$ cat config.mk
export PLATFORM = sky130hd
export DESIGN_NAME = rr_arb_mux_4b_5to1
export DESIGN_NICKNAME = d
export VERILOG_FILES = /design/src/rtl/rr_arb_mux_4b_5to1_pkg.sv /design/src/rtl/rr_arb_5.sv /design/src/rtl/rr_arb_mux_4b_5to1.sv
export SDC_FILE = /design/constraint.sdc
export NUM_CORES = 1
export LEC_CHECK = 0
export ABC_AREA = 1
export ABC_CLOCK_PERIOD_IN_PS = 4240
export BUFFER_PORTS_ARGS = -buffer_cell sky130_fd_sc_hd__buf_4
export CAP_MARGIN = 20
export CORE_MARGIN = 10
export CORE_UTILIZATION = 35
export CTS_CLUSTER_SIZE = 16
export DETAILED_ROUTE_END_ITERATION = 8
export GPL_TIMING_DRIVEN = 0
export PLACE_DENSITY = 0.63
export SETUP_SLACK_MARGIN = 0.02
export SYNTH_ARGS = -nofsm -noshare
export SYNTH_HDL_FRONTEND = slang
export SYNTH_SLANG_ARGS = --single-unit
$ cat constraint.sdc
create_clock -name clk -period 4.24 [get_ports clk]
set_clock_uncertainty 0.15 [all_clocks]
set_input_delay 0.636 -clock clk [delete_from_list [all_inputs] [get_ports clk]]
set_output_delay 0.636 -clock clk [all_outputs]
set_load 0.02 [all_outputs]
$ cat src/rtl/rr_arb_mux_4b_5to1_pkg.sv
// Shared sizes, index type and modulo helper for the 5-way round-robin arbiter/mux.
package rr_arb_mux_4b_5to1_pkg;

  localparam int NUM_REQ = 5;
  localparam int DATA_W  = 4;

  typedef logic [2:0] sel_t;

  // Modulo-NUM_REQ add; both operands are expected in 0..NUM_REQ-1.
  function automatic sel_t wrap_add(input sel_t a, input sel_t b);
    logic [3:0] sum;
    sum = {1'b0, a} + {1'b0, b};
    if (sum >= 4'(NUM_REQ)) begin
      sum = sum - 4'(NUM_REQ);
    end
    return sum[2:0];
  endfunction

endpackage

$ cat src/rtl/rr_arb_5.sv
// Round-robin priority scan over five requesters, starting at ptr and wrapping.
module rr_arb_5
  import rr_arb_mux_4b_5to1_pkg::*;
(
  input  logic [NUM_REQ-1:0] in_val,
  input  sel_t               ptr,
  output logic [NUM_REQ-1:0] grant,
  output sel_t               grant_idx,
  output logic               any_grant
);

  sel_t               ptr_eff;
  sel_t               cand_idx [NUM_REQ];
  logic [NUM_REQ-1:0] cand_val;

  // Unreachable pointer codes fall back to requester 0.
  assign ptr_eff = (ptr >= sel_t'(NUM_REQ)) ? sel_t'(0) : ptr;

  generate
    for (genvar gi = 0; gi < NUM_REQ; gi++) begin : g_cand
      assign cand_idx[gi] = wrap_add(ptr_eff, sel_t'(gi));
      assign cand_val[gi] = in_val[cand_idx[gi]];
    end
  endgenerate

  always_comb begin
    grant     = '0;
    grant_idx = '0;
    any_grant = 1'b0;
    for (int k = NUM_REQ - 1; k >= 0; k--) begin
      if (cand_val[k]) begin
        grant_idx = cand_idx[k];
        any_grant = 1'b1;
      end
    end
    if (any_grant) begin
      grant[grant_idx] = 1'b1;
    end
  end

endmodule

$ cat src/rtl/rr_arb_mux_4b_5to1.sv
// Five-input round-robin arbiter feeding a one-entry registered output buffer.
module rr_arb_mux_4b_5to1
  import rr_arb_mux_4b_5to1_pkg::*;
(
  input  logic               clk,
  input  logic               reset_n,
  input  logic [DATA_W-1:0]  in0,
  input  logic [DATA_W-1:0]  in1,
  input  logic [DATA_W-1:0]  in2,
  input  logic [DATA_W-1:0]  in3,
  input  logic [DATA_W-1:0]  in4,
  input  logic [NUM_REQ-1:0] in_val,
  output logic [NUM_REQ-1:0] in_rdy,
  output logic [DATA_W-1:0]  out,
  output logic               out_val,
  input  logic               out_rdy,
  output sel_t               sel
);

  logic [NUM_REQ-1:0][DATA_W-1:0] in_bus;
  logic [NUM_REQ-1:0]             grant;
  sel_t                           grant_idx;
  logic                           any_grant;
  logic                           accept;
  logic                           in_xfer;
  logic [DATA_W-1:0]              mux_data;

  logic [DATA_W-1:0] out_reg;
  logic              out_val_reg;
  sel_t              sel_reg;
  sel_t              ptr_reg;

  assign in_bus = {in4, in3, in2, in1, in0};

  rr_arb_5 u_arb (
    .in_val    (in_val),
    .ptr       (ptr_reg),
    .grant     (grant),
    .grant_idx (grant_idx),
    .any_grant (any_grant)
  );

  // Buffer can take new data when empty or when its current entry leaves this cycle.
  assign accept  = !out_val_reg || out_rdy;
  assign in_rdy  = (reset_n && accept) ? grant : '0;
  assign in_xfer = any_grant && accept;

  always_comb begin
    mux_data = '0;
    for (int i = 0; i < NUM_REQ; i++) begin
      if (grant[i]) begin
        mux_data = mux_data | in_bus[i];
      end
    end
  end

  always_ff @(posedge clk or negedge reset_n) begin
    if (!reset_n) begin
      out_reg     <= '0;
      out_val_reg <= 1'b0;
      sel_reg     <= '0;
      ptr_reg     <= '0;
    end else if (in_xfer) begin
      out_reg     <= mux_data;
      sel_reg     <= grant_idx;
      out_val_reg <= 1'b1;
      ptr_reg     <= wrap_add(grant_idx, sel_t'(1));
    end else if (out_val_reg && out_rdy) begin
      out_val_reg <= 1'b0;
    end
  end

  assign out     = out_reg;
  assign out_val = out_val_reg;
  assign sel     = sel_reg;

endmodule
==> out/summary.txt <==
Post-Synth XOR/XNOR Area - 0.00986
Pre-antenna DRT Iters - 4
largest family of logic cells by synthesized area - simple AND/OR/NAND/NOR gates
htree depth - 1
Synth Area in Compound Gates - 0.101
worst hold path type - in2async
Post-layout nets - 377
Fin. Hold Viols - 0
Worst Setup Start Kind - flop
layout cells sized above 1 - 0.396
via/cell ratio - 4.77
Final TNS setup - 0 ps
fmax - 251 MHz
cell chain of the critical path - buf_6 -> o21ai_4 -> nand2_4 -> ha_2 -> ha_4 -> o21ai_4 -> nand3_4 -> nand2_4 -> nand2_1 -> nand2_1 -> nand3_1 -> nand2_1 -> nand2_2 -> nand2_2 -> nand2_1 -> nand3_1 -> nand2_2 -> nand2_4 -> nand2_4 -> buf_6 -> nor3_4 -> buf_6
M1 GR Usage - 0.158
mux contribution to synthesized area - 0
# clock sinks - 11
final WL - 5.35 mm
Worst R2R Setup Slack - 650 ps
Die Area - 8330 µm²
hpwl dp - 4.25 mm
Inserted Clock Buffers - 3
synthesis-stage register bit count - 11
DRT iter0 DRCs - 123
min cycle time layout - 3980 ps
DRC - 0
Tcrit/Tclk final - 0.939
CTS tree - yes
Post-synth top cells - nand2_1, nand3_1, nor2_1, inv_1, nand2_2
critical path type - reg2out
antenna viol nets, final - 0
yosys warns - 0
met2 GRT Util - 0.211
Critical Path Max Stage Delay - 370 ps
GR Overflow Total - 0
Mapped Cells - 280
Root Buffer - clkbuf_8
Via Count - 1930
Area contributors post-synth - nand2_1, dfrtp_1, nand3_1
most frequent cell after synthesis - nand2_1
first-pass GRT wire length - 8.84 mm
Slew headroom - 0.752
Reg clk slew, reported paths - 50 ps
initial antenna violation count - 0
Worst Path Buf+Inv - 3
Setup crit end kind - output pin
largest area contributor in the netlist - nand2_1
Worst Reg-to-Reg Cells - 27
pin count of the biggest net entering global routing - 13
Worst-Margin Slew - 370 ps
Simple-Gate Fraction of Synth Area - 0.568
Mapped Area - 1780 µm²
maxcap violations - 0
core area - 4820 µm²
Worst path depth - 22
post-synthesis async set-or-reset flop share - 1.00
Post-synth EDFFs - 0
gr busiest metal - met2
die width - 91.3 µm
worst path arrival time - 3190 ps
Top delay family on crit path - simple AND/OR/NAND/NOR gates
area delta synth->final - 37.8%
Avg Inst Size Synth - 6.35 µm²
endpoints failing setup - 0
endpoint of the worst register-to-register path - ptr_reg[1]$_DFFE_PN0P_
row count - 25
Post-Syn Nets - 318
height of the chip - 91.3 µm
Critical path origin - ptr_reg[0]$_DFFE_PN0P_
outcome - finished, final reports clean
required time of the critical path - 3450 ps
vias in the first global route - 1902
clk buf depth - 2
count of cell types in the netlist - 30
WL/cell - 13.2 µm
total track usage - 0.123
sequential fraction of the synthesis area - 0.155
number of diodes - 0
slowest CP cell - dfrtp_1
crit path capture - in_rdy[2]
port bufs - 40
post-synth top area share - 0.158
prevailing post-synth register cell - dfrtp_1
fin. max-slew vios - 0
RSZ-0062 raised after global routing - no
Largest register FFs - 4
GPL Wtd Cong - 0.873
fill count - 515
met3 usage in global routing - 0.0148
reg2reg start - ptr_reg[0]$_DFFE_PN0P_
io pins - 41
starting density of the core - 0.369
Synth Area in Adders - 0.0704
largest fanout on the critical path - 10
Worst-Skew Late Latency - 240 ps
[routing by layer]
metal,vias to the layer above,part of all wire
li1,1029,-
met2,18,0.48
met4,0,0.0075
met1,879,0.49
met3,4,0.014
met5,-,0
[placed cells by master (no fill, tap or decap), types with 2 or more instances in the layout]
master	count
a21oi_1	4
buf_4	52
buf_6	4
clkbuf_8	3
dfrtp_1	10
ha_1	6
ha_2	2
ha_4	2
inv_1	23
inv_2	9
inv_4	3
nand2_1	71
nand2_2	19
nand2_4	11
nand3_1	37
nand3_2	4
nand3_4	2
nand4_1	6
nor2_1	25
nor2_2	2
nor2_4	6
o211ai_1	4
o21ai_0	4
o21ai_1	9
o21ai_2	2
o21ai_4	4
xor2_1	2
[worst register-to-register path: stages, from the launching register on]
cell and delay, ps:
dfrtp_1 370, buf_6 150, o21ai_4 210, nand2_4 110, ha_2 210, ha_4 270, o21ai_4 100, nand3_4 170
nand2_4 110, nand2_1 80, nand2_1 60, nand3_1 60, nand2_1 70, nand2_2 70, nand2_2 90, nand2_1 50
nand3_1 90, nand2_2 80, nand2_4 90, nand2_4 60, buf_6 150, ha_1 240, nand4_1 120, nand2_1 100
nand2_1 70, nand2_1 50, nand2_1 50, nand2_1 50
[repair_timing]
| item | 4_1_cts | 5_1_grt |
|---|---|---|
| endpoints found under the setup margin | 2 | 5 |
| buffers inserted | 0 | 13 |
| pin swaps | 0 | 14 |
| hold buffers | 0 | 0 |
| cloned | 0 | 1 |
| gates resized for setup | 6 | 24 |
[cell type report]
type | count | area [µm²] | share of cell area
flip-flops and latches | 11 | 277 | 0.113
repair buffers | 53 | 402 | 0.164
well taps | 67 | 83.8 | 0.0342
clock buffers | 3 | 41.3 | 0.0169
inverters | 35 | 139 | 0.0567
plain buffers | 3 | 33.8 | 0.0138
multi-input cells | 232 | 1470 | 0.599
clock inverters | 1 | 5.00 | 0.00204
[cells by family (layout without fill, tap and decap cells)]
| group | after synthesis | after routing |
|---|---|---|
| AO/OA/AOI/OAI | 29 | 29 |
| XOR/XNOR | 2 | 2 |
| adder cells (fa/ha/maj) | 10 | 10 |
| buffers and inverters | 38 | 95 |
| flip-flops | 11 | 11 |
| AND/OR/NAND/NOR | 190 | 191 |
[worst min path at each step]
stage,cells past startpoint,startpoint,endpoint,slack [ps]
floorplan,0,reset_n,out[0]$_DFFE_PN0P_,190
global placement,1,reset_n,out[3]$_DFFE_PN0P_,330
detailed placement,1,reset_n,out[3]$_DFFE_PN0P_,330
CTS,1,reset_n,out_val$_DFFE_PN0P_,70
global route,1,reset_n,sel[1]$_DFFE_PN0P_,70
finish,1,reset_n,sel[1]$_DFFE_PN0P_,70
[metrics by stage]
step | hold slack (ps) | instances | util | setup WS [ps] | cell area (µm²)
6_report | 71.0 | 405 | 0.508 | 260 | 2450
4_1_cts | 70.4 | 391 | 0.464 | 90.7 | 2240
5_1_grt | 69.0 | 405 | 0.508 | 3.41 | 2450
3_3_place_gp | 327 | 387 | 0.449 | 236 | 2160
3_5_place_dp | 329 | 387 | 0.449 | 164 | 2160
2_1_floorplan | 190 | 280 | - | 266 | 1780
Power is not shown: default switching activity piles up to over one toggle a cycle in this logic, so the estimate is an artifact.
